`config.mk`:
```
export PLATFORM = sky130hd
export DESIGN_NAME = capture_readout_flat
export DESIGN_NICKNAME = d
export VERILOG_FILES = /design/src/rtl/capture_readout_if.sv /design/src/rtl/capture_readout.sv /design/src/flat_wrapper.sv
export SDC_FILE = /design/constraint.sdc
export NUM_CORES = 1
export LEC_CHECK = 0
export CORE_MARGIN = 5
export CORE_UTILIZATION = 50
export DETAILED_ROUTE_END_ITERATION = 10
export GPL_TIMING_DRIVEN = 0
export HOLD_SLACK_MARGIN = 0.06
export PLACE_DENSITY = 0.84
export SLEW_MARGIN = 20
export SYNTH_ARGS = -nofsm -noshare
export SYNTH_HDL_FRONTEND = slang
export SYNTH_SLANG_ARGS = --single-unit
```
`constraint.sdc`:
```
create_clock -name clk -period 2.3 [get_ports clk]
set_input_delay 0.46 -clock clk [delete_from_list [all_inputs] [get_ports clk]]
set_output_delay 0.46 -clock clk [all_outputs]
set_load 0.1 [all_outputs]
```
`src/rtl/capture_readout_if.sv`:
```
// Capture readout bus: sample-RAM read port plus the valid/ready sample stream toward the host link.
interface capture_readout_if #(
  parameter int ADDR_WIDTH = 10,
  parameter int DATA_WIDTH = 8
);
  logic [ADDR_WIDTH-1:0] o_mem_addr;
  logic [DATA_WIDTH-1:0] i_mem_data;
  logic [DATA_WIDTH-1:0] o_data;
  logic                  o_valid;
  logic                  i_ready;

  modport master (
    output o_mem_addr,
    input  i_mem_data,
    output o_data,
    output o_valid,
    input  i_ready
  );

  modport slave (
    input  o_mem_addr,
    output i_mem_data,
    input  o_data,
    input  o_valid,
    output i_ready
  );
endinterface

```
`src/rtl/capture_readout.sv`:
```
// Walks the circular capture RAM from the oldest sample and streams every word out once per stop event.
// Optional macro READOUT_HEADER_EN inserts a 'hA5 header word ahead of the samples.
module capture_readout #(
  parameter int ADDR_WIDTH = 10,
  parameter int DATA_WIDTH = 8
) (
  input  logic                  clk,
  input  logic                  reset,
  input  logic                  stopped,
  input  logic [ADDR_WIDTH-1:0] i_wr_addr,
  capture_readout_if.master     bus,
  output logic                  o_busy,
  output logic                  o_done
);

  typedef enum logic [2:0] {
    ST_IDLE   = 3'd0,
    ST_HEADER = 3'd1,
    ST_FETCH  = 3'd2,
    ST_LOAD   = 3'd3,
    ST_SEND   = 3'd4,
    ST_DONE   = 3'd5
  } state_t;

  localparam logic [DATA_WIDTH-1:0] HEADER_WORD = DATA_WIDTH'(8'hA5);
  localparam logic [ADDR_WIDTH-1:0] LAST_COUNT  = {ADDR_WIDTH{1'b1}};

  state_t                state_r;
  logic [ADDR_WIDTH-1:0] rd_ptr_r;
  logic [ADDR_WIDTH-1:0] count_r;
  logic [ADDR_WIDTH-1:0] mem_addr_r;
  logic [DATA_WIDTH-1:0] data_r;
  logic                  valid_r;
  logic                  busy_r;
  logic                  done_r;

  assign bus.o_mem_addr = mem_addr_r;
  assign bus.o_data     = data_r;
  assign bus.o_valid    = valid_r;
  assign o_busy         = busy_r;
  assign o_done         = done_r;

  // Readout sequencer; dropping stopped mid-transfer aborts and wins over a same-cycle handshake.
  always_ff @(posedge clk) begin
    if (reset) begin
      state_r    <= ST_IDLE;
      rd_ptr_r   <= {ADDR_WIDTH{1'b0}};
      count_r    <= {ADDR_WIDTH{1'b0}};
      mem_addr_r <= {ADDR_WIDTH{1'b0}};
      data_r     <= {DATA_WIDTH{1'b0}};
      valid_r    <= 1'b0;
      busy_r     <= 1'b0;
      done_r     <= 1'b0;
    end else begin
      case (state_r)
        ST_IDLE: begin
          if (stopped) begin
            rd_ptr_r   <= i_wr_addr;
            mem_addr_r <= i_wr_addr;
            count_r    <= {ADDR_WIDTH{1'b0}};
            busy_r     <= 1'b1;
`ifdef READOUT_HEADER_EN
            state_r    <= ST_HEADER;
`else
            state_r    <= ST_FETCH;
`endif
          end
        end
        ST_HEADER: begin
          if (!stopped) begin
            state_r <= ST_IDLE;
            valid_r <= 1'b0;
            busy_r  <= 1'b0;
          end else if (!valid_r) begin
            data_r  <= HEADER_WORD;
            valid_r <= 1'b1;
          end else if (bus.i_ready) begin
            valid_r <= 1'b0;
            state_r <= ST_FETCH;
          end
        end
        ST_FETCH: begin
          if (!stopped) begin
            state_r <= ST_IDLE;
            valid_r <= 1'b0;
            busy_r  <= 1'b0;
          end else begin
            state_r <= ST_LOAD;
          end
        end
        ST_LOAD: begin
          if (!stopped) begin
            state_r <= ST_IDLE;
            valid_r <= 1'b0;
            busy_r  <= 1'b0;
          end else begin
            data_r  <= bus.i_mem_data;
            valid_r <= 1'b1;
            state_r <= ST_SEND;
          end
        end
        ST_SEND: begin
          if (!stopped) begin
            state_r <= ST_IDLE;
            valid_r <= 1'b0;
            busy_r  <= 1'b0;
          end else if (valid_r && bus.i_ready) begin
            valid_r <= 1'b0;
            if (count_r == LAST_COUNT) begin
              state_r <= ST_DONE;
              busy_r  <= 1'b0;
              done_r  <= 1'b1;
            end else begin
              // Pointer wraps silently through the circular buffer.
              count_r    <= count_r + ADDR_WIDTH'(1);
              rd_ptr_r   <= rd_ptr_r + ADDR_WIDTH'(1);
              mem_addr_r <= rd_ptr_r + ADDR_WIDTH'(1);
              state_r    <= ST_FETCH;
            end
          end
        end
        ST_DONE: begin
          if (!stopped) begin
            state_r <= ST_IDLE;
            done_r  <= 1'b0;
          end
        end
        default: begin
          state_r <= ST_IDLE;
          valid_r <= 1'b0;
          busy_r  <= 1'b0;
          done_r  <= 1'b0;
        end
      endcase
    end
  end

endmodule

```
`src/flat_wrapper.sv`:
```
// flat-port wrapper written by rule: the top's interface ports become plain ports
module capture_readout_flat 
#(
  parameter int ADDR_WIDTH = 10,
  parameter int DATA_WIDTH = 8
)
  (clk, reset, stopped, i_wr_addr, o_busy, o_done, bus_o_mem_addr, bus_i_mem_data, bus_o_data, bus_o_valid, bus_i_ready);
  capture_readout_if #(.ADDR_WIDTH(ADDR_WIDTH), .DATA_WIDTH(DATA_WIDTH)) bus_i ();
  input  logic clk;
  input  logic reset;
  input  logic stopped;
  input  logic [ADDR_WIDTH-1:0] i_wr_addr;
  output logic o_busy;
  output logic o_done;
  output wire logic [$bits(bus_i.o_mem_addr)-1:0] bus_o_mem_addr;
  input wire logic [$bits(bus_i.i_mem_data)-1:0] bus_i_mem_data;
  output wire logic [$bits(bus_i.o_data)-1:0] bus_o_data;
  output wire logic [$bits(bus_i.o_valid)-1:0] bus_o_valid;
  input wire logic [$bits(bus_i.i_ready)-1:0] bus_i_ready;
  assign bus_o_mem_addr = bus_i.o_mem_addr;
  assign bus_i.i_mem_data = bus_i_mem_data;
  assign bus_o_data = bus_i.o_data;
  assign bus_o_valid = bus_i.o_valid;
  assign bus_i.i_ready = bus_i_ready;
  capture_readout #(.ADDR_WIDTH(ADDR_WIDTH), .DATA_WIDTH(DATA_WIDTH)) u_core (.clk(clk), .reset(reset), .stopped(stopped), .i_wr_addr(i_wr_addr), .bus(bus_i), .o_busy(o_busy), .o_done(o_done));
endmodule
```
# Yosys cells after proc, flatten, opt, wreduce, memory -nomap -nowiden
# Index checks and enable logic that the tools add are counted.
[totals] regBits=34 in_bits=22 wordCells=88
[op_classes] add_sub_neg=2 n_eq_ne=21 mux=42 n_bitwise=3 n_reduce_logical=13
[ops] cell="2-to-1 mux 10 bit" count=8
[ops] cell="one-hot mux 10 bit (2 select lines)" count=2
[ops] cell="2-to-1 mux 3 bit" count=9
[ops] cell="2-to-1 mux 8 bit" count=3
[ops] cell="adder 10 x 1 -> 10 bit, second input constant" count=2
[ops] cell="AND reduction 5 bit" count=4
[ops] cell="!= test 2 bit, second input constant" count=9
[ops] cell="one-hot mux 3 bit (6 select lines)" count=1
[ops] cell="one-hot mux 8 bit (2 select lines)" count=1
[ops] cell="2-to-1 mux 1 bit" count=14
[ops] cell="equality test 10 bit, second input constant" count=1
[ops] cell="!= test 3 x 2 -> 1 bit, second input constant" count=3
[ops] cell="equality test 3 x 2 -> 1 bit, second input constant" count=2
[ops] cell="equality test 3 bit, second input constant" count=2
[ops] cell="one-hot mux 1 bit (5 select lines)" count=1
[ops] cell="!= test 2 x 1 -> 1 bit, second input constant" count=2
[ops] cell="one-hot mux 1 bit (4 select lines)" count=1
[ops] cell="AND reduction 4 bit" count=1
[ops] cell="nonzero test 2 bit" count=2
[ops] cell="OR reduction 4 bit" count=1
[ops] cell="equality test 3 x 1 -> 1 bit, second input constant" count=1
[ops] cell="logical NOT 3 bit" count=1
[ops] cell="!= test 3 bit, second input constant" count=1
[ops] cell="inverter 1 bit" count=3
[ops] cell="6 further kinds" count=6

# Depth between registers and ports, before layout
# Gate-level depths: netlist of the first run.
[depth] word_depth=5 depth_mapped=7 depth_no_buf=5

# Worst setup path after synthesis of the first run
# Ideal clock, no wire load.
[synth_path] path_kind="reg-to-reg" startpoint="register u_core.bus.o_mem_addr[3] (netlist name)" endpoint="register u_core.mem_addr_r[8], in the netlist u_core.bus.o_mem_addr[8]" arrival_time_ns=2.281 t_required_ns=2.230 slack_ns=-0.052 path_stages_with_launch=6 path_buffers=1 path_cell_list="dfxtp_1 > clkbuf_1 > nand4_1 > or4_1 > a211o_1 > a21oi_1"
[synth_lines] element="end signal, assigned" line="capture_readout.sv:49" source="mem_addr_r <= {ADDR_WIDTH{1'b0}};"
[synth_lines] element="end signal, assigned" line="capture_readout.sv:59" source="mem_addr_r <= i_wr_addr;"
[synth_lines] element="end signal, assigned" line="capture_readout.sv:117" source="mem_addr_r <= rd_ptr_r + ADDR_WIDTH'(1);"
[synth_lines] element="end, declared" line="capture_readout.sv:31" source="logic [ADDR_WIDTH-1:0] mem_addr_r;"

# Worst setup path in the final report of the first run
[layout_path] startpoint="register u_core.mem_addr_r[0], in the netlist u_core.bus.o_mem_addr[0]" endpoint="output bus_o_mem_addr[0]"
[layout_lines] element="end, declared" line="flat_wrapper.sv:15" source="output wire logic [$bits(bus_i.o_mem_addr)-1:0] bus_o_mem_addr;"
# No word-level cell between the ends.

==> reports/qor.yml, run 1 <==
worst_setup_path:
  reg2reg_depth: 7
  cp_max_fo: 6
  critPathArrivalTime_ps: 1800
  cp_num_buf_inv: 1
  r2r_end: "u_core.bus.o_mem_addr[5]$_SDFFE_PP0P_"
  path_cells: "clkdlybuf4s50_1"
  rrSetupSlack_ps: 150
  required_ps: 1840
  crit_path_end_kind: "primary output"
  path_delay_family: "buffers and inverters"
  max_stage_delay_ps: 1140
  cp-start-kind: "flop"
  r2r_start: "u_core.count_r[0]$_SDFFE_PP0P_"
  critPathKind: "reg2out"
  cpMaxStageDelayCell: "clkdlybuf4s50_1"
clock_network:
  cts_inserted_buffers: 5
  h-tree-depth: 2
  cts_sinks: 34
  clockRootBuffer: "clkbuf_8"
  cts_tree: "built"
  clkLatencyLatePin_ps: 280
  clockBufferDepth: 2
  clk_pin_slew_ps: 60
drt:
  post_drt_wl_per_cell_um: 16.6
  drt-total-wl_um: 5630
  via_per_inst: 6.43
  vias: 2187
  first_iter_violations: 303
  drc_errors: 0
  dr.pass1.iters: 5
  postRouteAntennaNets: 0
global_route:
  grt_pass1_wl_um: 9250
  grt_remaining_overflow: 0
  grtUsageTotal: 0.215
  grt_max_degree: 11
  grt_pass1_vias: 1933
  antenna_found_initial: 0
synthesis:
  synth_area_leader_cell: "dfxtp_1"
  synth_area_leaders: "dfxtp_1 (35%), a21oi_1 (6.1%), nor2_1 (3.4%)"
  synth_edf_count: 0
  syn_nets: 268
  synth.yosys.seq_area_share: 0.347
  synth_top_area_frac: 0.347
  ys_seq_elements: 34
  synth_area_um2: 1960
  yosysWarnings: 0
  avgSynthCellArea_um2: 8.03
  async_flop_share: 0
  synth_cell_types: 61
  netlist_instances: 244
  ys.flop_type: "dfxtp_1"
timing:
  finalCritPeriodShare: 0.983
  setup_viol: 0
  rsz0062_at_grt: "no"
  hold_viol_final: 0
  max_freq_ghz: 0.442
  max_slew_margin: 0.337
  skew_ps: 9.16
  whs_ps: 450
  post-route-min-period_ps: 2260
  slew_viol_final: 0
  tightest_slew_ps: 992
die:
  num_rows: 22
  chipHeight_um: 72.6
  core_area_um2: 3720
  dieArea_um2: 5270
  num_io_pins: 43
  die_w_um: 72.6
  start_util: 0.527
power_and_ir_drop:
  p_leak_nw: 0.888
  power.density_nw_per_um2: 557
  ir_drop_uv: 303
worst_hold_path:
  min_to: "u_core.bus.o_data[4]$_SDFFE_PP0P_"
  hold_path.startpoint: "u_core.bus.o_data[4]$_SDFFE_PP0P_"
  worstHoldPathCells: 2
  holdCritPathClass: "reg2reg"
cells_and_area:
  num-nets-final: 317
  drive_gt1_frac: 0.0788
  layoutNonFillerInstCount: 340
  fill_cells: 309
  n_antenna_cell: 0
  area_growth_pct: 29.8
flow_run:
  maxCapViolations: 0
placement:
  place.gp.congestion: 0.878
  dp_hpwl_um: 3990
  port_buffers: 41
  dp_cells: 333
run_status:
  status: "finished clean"
## power by group
group | total, W | internal [W] | switching (W)
Clock | 0.000432 | 0.000231 | 0.000202
Sequential | 0.000637 | 0.000611 | 0.0000256
Combinational | 0.000348 | 0.000107 | 0.000241
## stage by stage
step	total power, W	setup TNS, ps	setup WS [ps]	cell area, µm²	utilization
global route	0.00147	0	8.25	2540	0.685
finish	0.00142	0	39.7	2540	0.685
global placement	0.000989	-3840	-391	2430	0.655
CTS	0.00142	0	17.1	2510	0.676
detailed placement	0.000994	-3970	-382	2430	0.655
floorplan	0.000884	0	27.1	1960	-
## cell usage after synthesis (all sizes together), types with 3 or more instances
| cell | number |
|---|---|
| a21oi | 25 |
| nor3b | 3 |
| clkbuf | 13 |
| dfxtp | 34 |
| o311ai | 3 |
| nor2 | 18 |
| inv | 5 |
| nand4 | 9 |
| nand2 | 16 |
| nand3 | 13 |
| o21ai | 10 |
| nor3 | 12 |
| buf | 4 |
| or4 | 10 |
| o211ai | 3 |
| o31ai | 9 |
| or3 | 3 |
| o41ai | 4 |
| a31oi | 3 |
| and2 | 3 |
## timing repair
action,4_1_cts,5_1_grt
hold buffers,0,0
setup buffers,0,1
setup endpoints to repair,14,10
resized for setup,9,5
## sequential cells by signal, summed over array words and instances, names as in the netlist
register and flops:
u_core.bus.o_mem_addr 10, u_core.o_busy 1, u_core.o_done 1, u_core.state_r 3, u_core.count_r 10, u_core.bus.o_data 8
u_core.bus.o_valid 1
## layout make-up
cell class | instances | area (µm²) | share of cell area
multi-input cells | 188 | 1210 | 0.475
inverters | 5 | 18.8 | 0.00738
clock buffers | 6 | 82.6 | 0.0325
flip-flops and latches | 34 | 684 | 0.269
plain buffers | 17 | 72.6 | 0.0285
repair buffers | 42 | 418 | 0.164
well taps | 48 | 60.1 | 0.0236
## worst max-delay path by stage
stage | from | end | slack (ps) | cells past startpoint
after floorplan | u_core.bus.o_mem_addr[4]$_SDFFE_PP0P_ | u_core.bus.o_mem_addr[8]$_SDFFE_PP0P_ | 30 | 4
after global placement | stopped | u_core.bus.o_mem_addr[5]$_SDFFE_PP0P_ | -390 | 7
after detailed placement | stopped | u_core.bus.o_mem_addr[5]$_SDFFE_PP0P_ | -380 | 7
after CTS | stopped | u_core.bus.o_mem_addr[5]$_SDFFE_PP0P_ | 20 | 7
after global routing | u_core.bus.o_mem_addr[0]$_SDFFE_PP0P_ | bus_o_mem_addr[0] | 8 | 1
final | u_core.bus.o_mem_addr[0]$_SDFFE_PP0P_ | bus_o_mem_addr[0] | 40 | 1
## routing by layer
layer / track usage / wire length [µm]
met5: 0 / 0
met4: 0.0451 / 54
met3: 0.0510 / 547
met2: 0.347 / 2670
met1: 0.291 / 2360
## logic make-up (layout without fill, tap and decap cells)
logic type	Yosys count	after routing	synth area share
adders and majority gates	3	3	0.0179
AOI/OAI and AO/OA	76	76	0.262
and+or+nand+nor	107	107	0.317
muxes	2	2	0.0102
DFF	34	34	0.347
buffers and inverters	22	70	0.0453
## cell usage in the layout, fill, tap and decap left out, types with 3 or more instances in the layout
cell,instances
a21oi_1,24
a31oi_1,3
and2_1,3
clkbuf_1,11
clkbuf_8,6
clkdlybuf4s50_1,32
dfxtp_1,31
dfxtp_2,3
dlygate4sd2_1,6
dlymetal6s2s_1,3
inv_1,5
nand2_1,15
nand3_1,13
nand4_1,8
nor2_1,18
nor3_1,12
o211ai_1,3
o21ai_0,4
o21ai_1,6
o31ai_1,9
o41ai_1,4
or3_1,3
or4_1,9
No activity file was read; power rests on OpenSTA's default activity.
==> run 2: changes to the inputs <==
- clock period: 2.3 -> 2.1 ns (I/O delays scaled with it)
==> reports/qor.yml, run 2 (same netlist as run 1, synthesis figures left out) <==
timing:
  hold_viol_final: 0
  rsz0062_at_grt: "no"
  slew_viol_final: 0
  skew_ps: 4.60
  max_slew_margin: 0.349
  setup_viol: 0
  fin_setup_tns_ps: 0
  max_freq_ghz: 0.484
  finalCritPeriodShare: 0.983
  post-route-min-period_ps: 2060
  tightest_slew_ps: 980
worst_setup_path:
  crit_path_end_kind: "primary output"
  cp-start-kind: "flop"
  required_ps: 1680
  path_cells: "dlygate4sd2_1"
  critPathKind: "reg2out"
  cp_max_fo: 7
  cp_num_buf_inv: 1
  cpMaxStageDelayCell: "dlygate4sd2_1"
  reg2reg_depth: 6
  r2r_end: "u_core.bus.o_mem_addr[8]$_SDFFE_PP0P_"
  max_stage_delay_ps: 900
  rrSetupSlack_ps: 90
  path_delay_family: "buffers and inverters"
  critPathArrivalTime_ps: 1640
  r2r_start: "u_core.count_r[0]$_SDFFE_PP0P_"
cells_and_area:
  fill_cells: 332
  area_growth_pct: 30.1
  drive_gt1_frac: 0.0983
  postLayoutCoreUtil: 0.686
  multiInputGateArea_um2: 1210
  final_cell_area_um2: 2550
  layoutNonFillerInstCount: 343
  final_common_cell: "dfxtp_1"
  final_cell_mix: "dfxtp_1 (28), a21oi_1 (24), dlygate4sd2_1 (21), clkdlybuf4s50_1 (19), nor2_1 (18)"
  num-nets-final: 318
  n_antenna_cell: 0
  seq_area_um2: 688
clock_network:
  clockBufferDepth: 2
  clockRootBuffer: "clkbuf_8"
  cts_inserted_buffers: 5
  clkLatencyLatePin_ps: 290
  cts_sinks: 34
  clk_pin_slew_ps: 70
  h-tree-depth: 2
  postCtsHoldBufs: 0
  cts_tree: "built"
power_and_ir_drop:
  p_int_w: 0.00104
  power.density_nw_per_um2: 617
  switching_share: 0.336
  clock_power_share: 0.320
  power_switching_w: 0.000528
  power_w: 0.00157
  pwr-share-comb: 0.236
  p_leak_nw: 0.933
  seqPwrFrac: 0.444
  ir_drop_uv: 305
die:
  start_util: 0.527
  chipHeight_um: 72.6
  die_w_um: 72.6
  dieArea_um2: 5270
  num_rows: 22
  core_area_um2: 3720
  num_io_pins: 43
global_route:
  grtUsageTotal: 0.214
  grt_remaining_overflow: 0
  grt_pass1_wl_um: 9180
  grt_pass1_vias: 1946
  antenna_found_initial: 0
  grt_max_degree: 11
drt:
  post_drt_wl_per_cell_um: 16.5
  vias: 2180
  drt-total-wl_um: 5640
  via_per_inst: 6.36
  first_iter_violations: 260
  dr.pass1.iters: 4
  drc_errors: 0
  postRouteAntennaNets: 0
placement:
  place.gp.congestion: 0.915
  place_area_um2: 2440
  port_buffers: 41
  dp_cells: 333
  dp_hpwl_um: 4020
worst_hold_path:
  hold_path.startpoint: "u_core.bus.o_data[6]$_SDFFE_PP0P_"
  worstHoldPathCells: 2
  min_to: "u_core.bus.o_data[6]$_SDFFE_PP0P_"
  holdCritPathClass: "reg2reg"
flow_run:
  maxCapViolations: 0
run_status:
  status: "finished clean"
-- run 2: cell count changes in the layout (fill, tap and decap cells not counted), sizes merged --
cell | previous run | this run
dlymetal6s2s | 3 | 1
clkdlybuf4s50 | 32 | 19
buf | 5 | 7
dlygate4sd2 | 6 | 21
clkinv | 0 | 1
-- run 2: power groups by stage --
stage                     logic, W  registers [W]  clock network (W)
after CTS                 0.000367       0.000697           0.000508
final                     0.000371       0.000698           0.000503
after global placement    0.000374       0.000710                  0
after global routing      0.000393       0.000701           0.000541
after detailed placement  0.000376       0.000712                  0
after floorplan           0.000117       0.000852                  0
-- run 2: through the flow --
step,setup WS (ps),hold slack (ps)
2_1_floorplan,-108,444
3_3_place_gp,-547,443
3_5_place_dp,-512,447
4_1_cts,15.4,457
5_1_grt,0.278,477
6_report,35.7,456
-- run 2: layer usage --
layer,global-route usage,part of all wire,vias up
li1,-,-,1044
met5,0,0,-
met2,0.345,0.48,84
met4,0.0533,0.0099,0
met1,0.288,0.43,1046
met3,0.0510,0.082,6
-- run 2: cell type report --
class / instances / share of cell area
flip-flops and latches: 34 / 0.270
well taps: 48 / 0.0236
plain buffers: 17 / 0.0304
repair buffers: 43 / 0.158
clock buffers: 7 / 0.0339
clock inverters: 1 / 0.00196
multi-input cells: 188 / 0.475
inverters: 5 / 0.00736
-- run 2: repair_timing --
item                                    4_1_cts  5_1_grt
buffers inserted                              0        2
resized for setup                            27        5
endpoints found under the setup margin       33       16
pin swaps                                     0        1
-- run 2: worst max-delay path by stage --
stage	start	end	slack [ps]	depth (start not counted)
detailed placement	stopped	u_core.count_r[3]$_SDFFE_PP0P_	-510	7
global route	u_core.state_r[0]$_SDFFE_PP0P_	u_core.count_r[4]$_SDFFE_PP0P_	0.3	6
floorplan	u_core.bus.o_mem_addr[5]$_SDFFE_PP0P_	u_core.bus.o_mem_addr[8]$_SDFFE_PP0P_	-110	4
global placement	stopped	u_core.bus.o_mem_addr[5]$_SDFFE_PP0P_	-550	7
finish	u_core.bus.o_mem_addr[7]$_SDFFE_PP0P_	bus_o_mem_addr[7]	40	1
CTS	stopped	u_core.count_r[3]$_SDFFE_PP0P_	20	7
-- run 2: worst min-delay path: stages, from the launching register on --
cell     delay, ps
dfxtp_1        310
nand2_1         50
a21oi_1         50
